File: src/rtl/booth_mult_core.sv
// Radix-2 Booth sequential multiplier: two-cycle operand load, BUS_WIDTH
// EVAL/SHIFT iterations, then product streamed high byte first on outbus.
module booth_mult_core #(
    parameter int BUS_WIDTH = 8
) (
    input  logic                 clk,
    input  logic                 reset,
    input  logic [BUS_WIDTH-1:0] inbus,
    input  logic                 beginsig,
    input  logic                 locksig,
    output logic [BUS_WIDTH-1:0] outbus,
    output logic                 endsig
);

    localparam int CW = (BUS_WIDTH > 1) ? $clog2(BUS_WIDTH) : 1;

    typedef enum logic [2:0] {
        S_IDLE,
        S_LOAD_Q,
        S_EVAL,
        S_SHIFT,
        S_OUT_HI,
        S_OUT_LO,
        S_DONE
    } state_t;

    state_t               state_q, state_d;
    logic [BUS_WIDTH:0]   m_q, m_d;
    logic [BUS_WIDTH:0]   a_q, a_d;
    logic [BUS_WIDTH-1:0] q_q, q_d;
    logic                 q1_q, q1_d;
    logic [CW-1:0]        cnt_q, cnt_d;

    always_ff @(posedge clk or posedge reset) begin
        if (reset) begin
            state_q <= S_IDLE;
            m_q     <= '0;
            a_q     <= '0;
            q_q     <= '0;
            q1_q    <= 1'b0;
            cnt_q   <= '0;
        end else begin
            state_q <= state_d;
            m_q     <= m_d;
            a_q     <= a_d;
            q_q     <= q_d;
            q1_q    <= q1_d;
            cnt_q   <= cnt_d;
        end
    end

    always_comb begin
        state_d = state_q;
        m_d     = m_q;
        a_d     = a_q;
        q_d     = q_q;
        q1_d    = q1_q;
        cnt_d   = cnt_q;
        if (!locksig) begin
            unique case (state_q)
                S_IDLE: begin
                    if (beginsig) begin
                        m_d     = {inbus[BUS_WIDTH-1], inbus};
                        a_d     = '0;
                        cnt_d   = '0;
                        state_d = S_LOAD_Q;
                    end
                end
                S_LOAD_Q: begin
                    q_d     = inbus;
                    q1_d    = 1'b0;
                    state_d = S_EVAL;
                end
                S_EVAL: begin
                    unique case ({q_q[0], q1_q})
                        2'b01:   a_d = a_q + m_q;
                        2'b10:   a_d = a_q - m_q;
                        default: a_d = a_q;
                    endcase
                    state_d = S_SHIFT;
                end
                S_SHIFT: begin
                    // Arithmetic right shift of the {A,Q,Q_1} chain; old Q_1 falls off.
                    {a_d, q_d, q1_d} = {a_q[BUS_WIDTH], a_q, q_q};
                    cnt_d            = cnt_q + CW'(1);
                    state_d          = (cnt_q == CW'(BUS_WIDTH - 1)) ? S_OUT_HI : S_EVAL;
                end
                S_OUT_HI: state_d = S_OUT_LO;
                S_OUT_LO: state_d = S_DONE;
                S_DONE: begin
                    if (!beginsig) begin
                        state_d = S_IDLE;
                    end
                end
                default: state_d = S_IDLE;
            endcase
        end
    end

    always_comb begin
        outbus = '0;
        if (state_q == S_OUT_HI) begin
            outbus = a_q[BUS_WIDTH-1:0];
        end else if (state_q == S_OUT_LO) begin
            outbus = q_q;
        end
        endsig = (state_q == S_DONE);
    end

endmodule

File: config.mk
export PLATFORM = sky130hd
export DESIGN_NAME = booth_mult_core
export DESIGN_NICKNAME = d
export VERILOG_FILES = /design/src/rtl/booth_mult_core.sv
export SDC_FILE = /design/constraint.sdc
export NUM_CORES = 1
export LEC_CHECK = 0
export ABC_AREA = 1
export BUFFER_PORTS_ARGS = -buffer_cell sky130_fd_sc_hd__buf_2
export CORE_MARGIN = 4
export CORE_UTILIZATION = 45
export DETAILED_ROUTE_END_ITERATION = 10
export PLACE_DENSITY = 0.72
export SLEW_MARGIN = 20
export SYNTH_ARGS = -nofsm -noshare
export SYNTH_HDL_FRONTEND = slang
export SYNTH_SLANG_ARGS = --single-unit
File: constraint.sdc
create_clock -name clk -period 6.19 [get_ports clk]
set_clock_uncertainty 0.2 [all_clocks]
set_input_delay 0.3095 -clock clk [delete_from_list [all_inputs] [get_ports clk]]
set_output_delay 0.3095 -clock clk [all_outputs]
set_load 0.05 [all_outputs]
Word-level counts from Yosys, hierarchy flattened
Cells that the tools add are included.
{"block": "classes", "reduce_logical": 11, "n_addsub": 3, "n_mux": 13, "eq_ne": 12, "n_bitwise": 2}
{"cell": "$pmux 9 s3", "n": 1}
{"cell": "$pmux 3 s7", "n": 1}
{"cell": "$pmux 9 s2", "n": 1}
{"cell": "$mux 8", "n": 2}
{"cell": "$pmux 8 s2", "n": 1}
{"cell": "$eq 3x3->1 const B", "n": 4}
{"cell": "$mux 3", "n": 4}
{"cell": "$add 9x9->9", "n": 1}
{"cell": "$mux 9", "n": 1}
{"cell": "$reduce_and 3->1", "n": 3}
{"cell": "$sub 9x9->9", "n": 1}
{"cell": "$eq 3x2->1 const B", "n": 2}
{"cell": "$pmux 3 s2", "n": 1}
{"cell": "$reduce_bool 2->1", "n": 3}
{"cell": "$reduce_and 5->1", "n": 1}
{"cell": "$ne 2x2->1 const B", "n": 2}
{"cell": "$reduce_and 4->1", "n": 1}
{"cell": "$add 3x1->3 const B", "n": 1}
{"cell": "$eq 3x1->1 const B", "n": 1}
{"cell": "$logic_not 3->1", "n": 1}
{"cell": "$ne 3x3->1 const B", "n": 1}
{"cell": "$reduce_bool 3->1", "n": 1}
{"cell": "$eq 2x1->1 const B", "n": 1}
{"cell": "$eq 2x2->1 const B", "n": 1}
{"cell": "3 further kinds", "n": 4}
{"block": "word_totals", "inputBits": 12, "output_inout_bits": 9, "word_cells": 48, "register_bits": 32}

Depth between registers and ports, before layout
Gate-level depths: netlist of run 1.
{"block": "depth", "ltp_word": 3, "ltp_mapped": 16, "ltp_nobuf": 16}

Least setup slack after synthesis of run 1
Ideal clock, no wire load.
{"block": "synth_path", "kind": "flip-flop to flip-flop", "start": "reg state_q[1]", "end": "reg state_q[1]", "arrival_time_ns": 2.101, "stages_incl_launch_ff": 6, "synth_period_minus_slack_ns": 2.434, "path_buffers": 0, "setup_time_ns": 0.134, "path_slack_ns": 3.756, "required_time_ns": 5.856, "cell_sequence": "dfrtp_1 > inv_1 > nor3_1 > a21oi_1 > o21ai_0 > o21ai_0"}
{"block": "synth_via", "elab_chain_cells": 3, "word_cells_on_any_way": 11, "classes_between": "8 x eq/ne; 1 x mux; 2 x reduce/logical"}
{"item": "start: declaration", "line": "27", "text": "state_t state_q, state_d;"}
{"item": "start signal: assignment", "line": "43", "text": "state_q <= state_d;"}
{"item": "$eq 3x3->1 *"}
{"item": "via endsig", "line": "12", "text": "output logic endsig"}
{"item": "$ne 2x2->1 (no line)"}
{"item": "$reduce_and 3->1 (no line)"}
Mark *: on every way through the listed nets, which the timed path passes. The rest lies on a longest branch.
A chain may end at the register's enable or synchronous reset.

Worst setup path after layout of run 1
{"block": "layout_path", "start": "reg m_q[0]", "end": "reg a_q[8]"}
{"block": "layout_via", "elab_chain_cells": 3, "word_cells_on_any_way": 4, "classes_between": "2 x add/sub; 2 x mux"}
{"item": "start: declaration", "line": "28", "text": "logic [BUS_WIDTH:0] m_q, m_d;"}
{"item": "start signal: assignment", "line": "44", "text": "m_q <= m_d;"}
{"item": "$sub 9x9->9 or $add 9x9->9 (tied branches)", "line": "77, 76"}
{"item": "$pmux 9 s2 *", "line": "75", "text": "unique case ({q_q[0], q1_q})"}
{"item": "$pmux 9 s3 *", "line": "60", "text": "unique case (state_q)"}
{"item": "end signal: assignment", "line": "38", "text": "a_q <= '0;"}
{"item": "end signal: assignment", "line": "45", "text": "a_q <= a_d;"}
{"item": "end: declaration", "line": "29", "text": "logic [BUS_WIDTH:0] a_q, a_d;"}
Every way passes the cells marked *; elsewhere a longest branch is shown, timed or not.

==> results of run 1 <==
cells in the mapped netlist (all sizes together):
cell    number
o21ai       23
a22oi        1
o211ai       1
or2          1
dfrtp       32
o22ai       19
nand3       21
a21o         1
xor2         6
o31ai        1
fa           1
nor2        32
nand2       41
a21oi       26
buf          4
ha          12
mux2         1
a31oi        1
nand3b       3
nor3         2
clkbuf       2
nand4        3
inv         52
registers in the layout, summed over array words and instances (netlist names):
register	cells
state_q	3
q_q	8
a_q	9
cnt_q	3
q1_q	1
m_q	8
metrics by stage:
step	instances	area, sq um	util, %	hold slack [ns]
after floorplan	286	2170	-	0.226
after global placement	353	2310	51.2	0.212
after detailed placement	353	2310	51.2	0.226
after CTS	361	2410	53.6	0.0773
after global routing	361	2410	53.6	0.0917
final	361	2410	53.6	0.0803
final timing paths:
kind | to | slack (ns)
min in group asynchronous | m_q[3] | 0.46
hold reg to reg | cnt_q[2] | 0.32
setup reg to reg | a_q[8] | 3.54
max in group asynchronous | q_q[4] | 5.04
hold / removal | m_q[7] | 0.08
setup / recovery | a_q[8] | 3.54
cells by family after synthesis:
logic type | count (synthesis)
and+or+nand+nor | 103
AOI/OAI and AO/OA | 73
adders and majority gates | 13
buffers and inverters | 58
DFF | 32
xor gates and xnor gates | 6
muxes | 1
where the power goes:
group	leakage, nW	switching, mW	internal [mW]
logic	0.802	0.549	0.324
clock network	0.0503	0.0793	0.0990
registers	0.395	0.0818	0.299
total	1.25	0.710	0.722
layer usage:
| layer | vias up | global-route usage (%) | wire [um] |
|---|---|---|---|
| met4 | 0 | 5.69 | 59 |
| met1 | 949 | 26.2 | 2540 |
| met3 | 7 | 4.17 | 294 |
| met2 | 42 | 29.5 | 2410 |
| met5 | - | 0 | 0 |
| li1 | 1002 | - | - |
layout by cell type (no fill, tap or decap), types with 12 or more instances in the layout:
cell	Yosys	layout
nand3_1	20	20
inv_1	47	47
buf_2	3	20
nand2_1	38	38
nor2_1	26	26
a21oi_1	22	22
o22ai_1	19	19
dfrtp_1	32	32
ha_1	12	12
o21ai_0	20	20
worst max-delay path: cells and delay by family (launching register included):
| family | cells | cell delay (ns) |
|---|---|---|
| compound gates | 3 | 0.51 |
| flops | 1 | 0.40 |
| fa+ha+maj | 2 | 0.47 |
| buf+inv | 4 | 0.29 |
| simple gates | 5 | 0.50 |
| xor+xnor | 1 | 0.18 |
cell type report:
cell class,instances,area [sq um],share of cell area [%]
multi-input cells,196,1130,47.0
repair buffers,22,118,4.88
well taps,52,65.1,2.70
flip-flops and latches,32,801,33.2
inverters,52,198,8.20
clock buffers,7,96.3,3.99
what timing repair did:
action,in CTS,in global routing
endpoints found under the hold margin,32,0
buffers inserted,0,0
hold buffers,1,0
setup endpoints to repair,0,0
==> key figures, run 1 <==
Run status
  – Status: finished clean

Synthesis
  – Top cells by area, synth: dfrtp_1 37%, inv_1 8.1%, ha_1 6.9%
  – Post-synth top area share: 37.0%
  – Synth Warn #: 0
  – Post-Synth XOR/XNOR Area: 2.42%
  – Post-synthesis adder-cell area fraction: a little under 8%
  – Syn Area/Cell: 7.58 sq um
  – Seq/Total Area, Yosys: 37.0%
  – Net Count, Synth: between 300 and 400
  – Compound-Gate Fraction of Synth Area: between 15 and 20%
  – Synth area leader: dfrtp_1
  – Main combinational cell family by area after synthesis: simple AND/OR/NAND/NOR gates
  – Seq cells post-synth: 32
  – Multiplexer share of the synthesized area: less than 1%
  – Yosys cell types: 33
  – Synth Cell Area: ~0.0022 sq mm
  – Post-synthesis simple-gate area fraction: between 20% and 30%
  – Mapped Cells: about 290

STA
  – Slew HR: 38.2%
  – Final setup violation count: 0
  – Tcrit/Tclk final: between 40 and 50%
  – Hold Vio Cnt, Final: 0
  – Final number of max-transition violations: 0
  – Crit path time final: between 2 and 3 ns
  – Worst Tran Pin Value: roughly 0.9 ns
  – Setup ws final: between 3 and 4 ns
  – Fin Setup TNS: 0 ns
  – Fmax: ~0.38 GHz
  – RSZ-0062 raised after global routing: false

Clock network
  – CTS sink cnt: 32
  – Clock buffer count from CTS: 5
  – Root Driver: clkbuf_8
  – # H-tree levels: 2
  – Max Buffers Root-to-Sink: 2
  – CTS tree: yes
  – Clock transition at the registers of the reported paths: about 0.070 ns
  – Number of gates resized after cts: 0
  – Worst-Skew Late Latency: slightly below 0.3 ns

Setup path
  – CP Data Required Time: approximately 6.2 ns
  – Worst r2r path cells: 15
  – Setup crit end kind: flop
  – Most frequent CP cell: inv_1
  – Critical-path cell list: inv_1 > ha_1 > inv_1 > nor2_1 > inv_1 > o31ai_1 > xor2_1 > inv_1 > ha_1 > nand2_1 > o21ai_0 > a21oi_1 > nand3_1 > nand3_1 > nand2_1
  – Critical path's slowest cell: dfrtp_1
  – CP max FO: 5
  – Startpoint Class: flop
  – Reg2reg start: m_q[0]
  – Worst EP arrival: roughly 2.6 ns
  – Critical path type: reg -> reg
  – CP Launch Point: m_q[0]
  – CP max stage delay: 0.40 ns

Routing
  – Via count: 2,000
  – Post-DRT Antenna Nets: 0
  – Final WL: 5300 um
  – Routed vias/inst: 5.54
  – Routed wire per std cell: 14.7 um
  – DRC errors left: 0
  – Initial drt markers: 171
  – First-pass DRT Iterations: 4

Placed design
  – GPL Wtd Cong: 0.886
  – Placement Setup Slack: ~3.5 ns
  – Post-detail-place hpwl: 4090 um
  – IO buf count: 20

Min path
  – HP Start: inbus[7]
  – Hold depth: 2
  – Hold Crit Class: in -> reg

Power and ir drop
  – Tot Pwr: about 1.4 mW
  – Pwr Density: 594 mW/mm^2
  – Max VDD drop: around 0.22 mV
  – Leakage: about 1.2 nW

Layout
  – Nets: around 330
  – # fillers: between 400 and 500
  – Antenna diodes: 0
  – Share of cells above drive strength 1: between 10% and 20%
  – Layout area overhead: 11.3%

Floorplan
  – # rows: 24
  – Die Wd: ~77 um
  – Die ar.: 0.00599 sq mm
  – Core area: 0.00450 sq mm
  – Ports: 21
  – Initial Util: 48.1%
  – Die Ht: about 77 um

Job
  – Max Cap Viol: 0

Global route
  – Total gr overflow: 0
  – Initial antenna violation count: 0
  – GR Util All Layers: roughly a fifth
  – Global-route wire length before repair: 8980 um
  – Pin count of the biggest net entering global routing: 33
  – Number of global-route vias before repair: ~1,900
Power figures use the tool's default switching activity.
==> inputs of run 2 (changes only) <==
--- a/config.mk
+++ b/config.mk
@@ -5,7 +5,7 @@
 export SDC_FILE = /design/constraint.sdc
 export NUM_CORES = 1
 export LEC_CHECK = 0
-export ABC_AREA = 1
+export ABC_AREA = 0
 export BUFFER_PORTS_ARGS = -buffer_cell sky130_fd_sc_hd__buf_2
 export CORE_MARGIN = 4
 export CORE_UTILIZATION = 45
==> constraint.sdc (replaced) <==
create_clock -name clk -period 2.7 [get_ports clk]
set_clock_uncertainty 0.2 [all_clocks]
set_input_delay 0.135 -clock clk [delete_from_list [all_inputs] [get_ports clk]]
set_output_delay 0.135 -clock clk [all_outputs]
set_load 0.05 [all_outputs]
==> run 2 against run 1 <==
Net effect:
- die area is 0.21% lower
- fmax up 1.8%
- sequential share of layout area decreased by 3.8 points
- area after synthesis shrank 0.23%
- clock power rose to 2.9 times the previous value
- utilization increased by 6.9 points
- wire length grew 1.3%
- combinational power rose to 3.3 times the previous value
- final cell count fell by 0.55%
- critical path depth is 5 lower
- sequential power is 150% higher
- largest cell class unchanged
==> key figures, run 2 <==
Power and ir drop
  – Max VDD drop: ~0.94 mV
  – Leakage: approximately 1.3 nW
  – Tot Pwr: around 4.3 mW
  – Pwr Density: 1590 mW/mm^2

Layout
  – Layout area overhead: 26.0%
  – Largest regs: a_q: 9 flops, m_q: 8 flops, q_q: 8 flops
  – # fillers: roughly 400
  – Max FFs per register: 9
  – Post-route cell area: between 0.002 and 0.003 sq mm
  – Biggest register: a_q
  – Finished Core Util: about 61%
  – Share of cells above drive strength 1: between 20% and 30%
  – Most frequent cells in the layout: 43 x nand2_1, 31 x dfrtp_1, 26 x nor2_1
  – Most common cell after layout, fill and taps aside: nand2_1
  – Finished Layout Cells: between 300 and 400
  – Antenna diodes: 0
  – Nets: approximately 330

Synthesis
  – Post-synth top cells: 43 x nand2_1, 32 x dfrtp_1, 27 x nor2_1, 17 x o21ai_1, 16 x inv_1
  – Synth Warn #: 0
  – Ys async rst share: 100%
  – Seq/Total Area, Yosys: 37.0%
  – Post-synth EDFFs: 0
  – Seq cells post-synth: 32
  – Top cells by area, synth: dfrtp_1 37%, nand2_1 7.5%, ha_1 6.9%
  – Synth area leader: dfrtp_1
  – Top FF cell, synth: dfrtp_1
  – Synth Cell Area: 0.00216 sq mm
  – Post-synth top area share: 37.0%
  – Net Count, Synth: 286
  – Count leader, synth: nand2_1
  – Mapped Cells: around 260
  – Syn Area/Cell: between 8 and 9 sq um
  – Yosys cell types: 43

Routing
  – Final WL: 5370 um
  – Via count: approximately 2,000
  – First-pass DRT Iterations: 4
  – Post-DRT Antenna Nets: 0
  – Initial drt markers: roughly 120
  – Routed wire per std cell: approximately 15 um
  – DRC errors left: 0
  – Routed vias/inst: approximately 5.6

Setup path
  – CP Data Required Time: between 2 and 3 ns
  – Startpoint Class: flop
  – Critical path type: reg -> reg
  – Setup crit end kind: flop
  – CP max FO: 5
  – Worst EP arrival: roughly 2.6 ns

STA
  – Fmax: 0.384 GHz
  – Tcrit/Tclk final: between 90% and 100%
  – Slew HR: 72.5%
  – Worst Tran Pin Value: 0.412 ns
  – Final setup violation count: 0
  – Final number of max-transition violations: 0
  – RSZ-0062 raised after global routing: true
  – Hold Vio Cnt, Final: 0
  – Crit path time final: 2.61 ns
  – Fin Setup TNS: 0 ns

Global route
  – GR Util All Layers: between 10% and 20%
  – Global-route wire length before repair: slightly above 9000 um
  – Total gr overflow: 0
  – Pin count of the biggest net entering global routing: 33
  – Initial antenna violation count: 0
  – Number of global-route vias before repair: just under 2,000

Floorplan
  – Die Wd: 77.3 um
  – Ports: 21
  – Initial Util: between 40% and 50%
  – Core area: ~0.0045 sq mm
  – # rows: 24
  – Die Ht: 77.3 um
  – Die ar.: approximately 0.006 sq mm

Placed design
  – GPL Wtd Cong: approximately 0.85
  – Placed cell areas: between 0.002 and 0.0025 sq mm
  – Placed insts: 334
  – Post-detail-place hpwl: between 3000 and 4000 um
  – IO buf count: 20

Job
  – Max Cap Viol: 0

Clock network
  – CTS tree: yes
  – Root Driver: clkbuf_8
  – # H-tree levels: 2
  – Worst-Skew Late Latency: 0.29 ns
  – Max Buffers Root-to-Sink: 2
  – Clock buffer count from CTS: 5
  – CTS sink cnt: 32
  – Clock transition at the registers of the reported paths: 0.07 ns

Run status
  – Status: finished clean

Min path
  – Hold Crit Class: in -> async
-- run 2: cell count changes in the layout (fill, tap and decap cells not counted), moves of 10 or more --
cell	change
dlygate4sd3_1	+10
mux2i_1	+10
nand3_1	-19
o21ai_1	+18
inv_1	-34
buf_4	+19
o22ai_1	-11
o21ai_0	-14
-- run 2: timing repair --
item	in CTS	in global routing
setup endpoints to repair	2	3
hold buffers	11	0
setup buffers	0	6
resized for setup	2	16
endpoints found under the hold margin	49	0
pin swaps	0	8
-- run 2: critical path: stages (launching register included) --
cell and delay [ns]:
dfrtp_1 0.42, buf_4 0.17, nor3_2 0.21, a21oi_2 0.09, xnor2_1 0.19, ha_1 0.31
a21oi_1 0.16, o21ai_1 0.08, a311oi_2 0.26, xnor2_1 0.11, a221o_1 0.29
-- run 2: per-stage QoR --
stage	hold slack (ns)	setup slack, ns
final	0.272	0.0943
after global routing	0.335	-0.0466
after CTS	0.282	0.0540
after detailed placement	0.0475	-0.00586
after global placement	0.0448	0.0764
after floorplan	0.0404	0.0381
-- run 2: area by class of cell --
class	count	area, sq um	share of cell area (%)
clock inverter	1	30.0	1.10
inverter	17	68.8	2.53
multi-input combinational	199	1300	47.8
tap	52	65.1	2.39
clock buffer	7	96.3	3.54
sequential	32	802	29.4
timing repair buffer	51	360	13.2
-- run 2: where the power goes --
group	switching, mW	internal, mW
sequential	0.251	0.693
combinational	1.49	1.38
clock	0.187	0.326
-- run 2: path summary, 6_finish.rpt --
kind | startpoint | to | slack [ns] | cells past startpoint
min in group clk | q1_q | q1_q | 0.29 | 2
max reg2reg | m_q[2] | a_q[7] | 0.09 | 10
min reg2reg | q1_q | q1_q | 0.29 | 2
max in group asynchronous | reset | m_q[3] | 1.71 | 4
max | m_q[2] | a_q[7] | 0.09 | 10
min | reset | q_q[2] | 0.27 | 4
-- run 2: cells by family (layout without fill, tap and decap cells) --
group	after synthesis	after routing	share of synthesized area (%)
AND/OR/NAND/NOR	100	100	20.9
AO/OA/AOI/OAI	65	65	18.1
flip-flops	32	32	37.0
buffers and inverters	30	76	6.54
adder cells (fa/ha/maj)	13	13	7.87
multiplexers	12	12	5.84
XOR/XNOR	9	9	3.65
-- run 2: per-layer routing --
| metal | share of wire (%) | global-route usage, % | up-vias | routed length [um] |
|---|---|---|---|---|
| met5 | 0 | 0 | - | 0 |
| met4 | 1.5 | 6.58 | 0 | 82 |
| met3 | 4.4 | 3.51 | 10 | 238 |
| met2 | 48 | 29.6 | 47 | 2600 |
| met1 | 46 | 25.1 | 950 | 2450 |
| li1 | - | - | 994 | - |
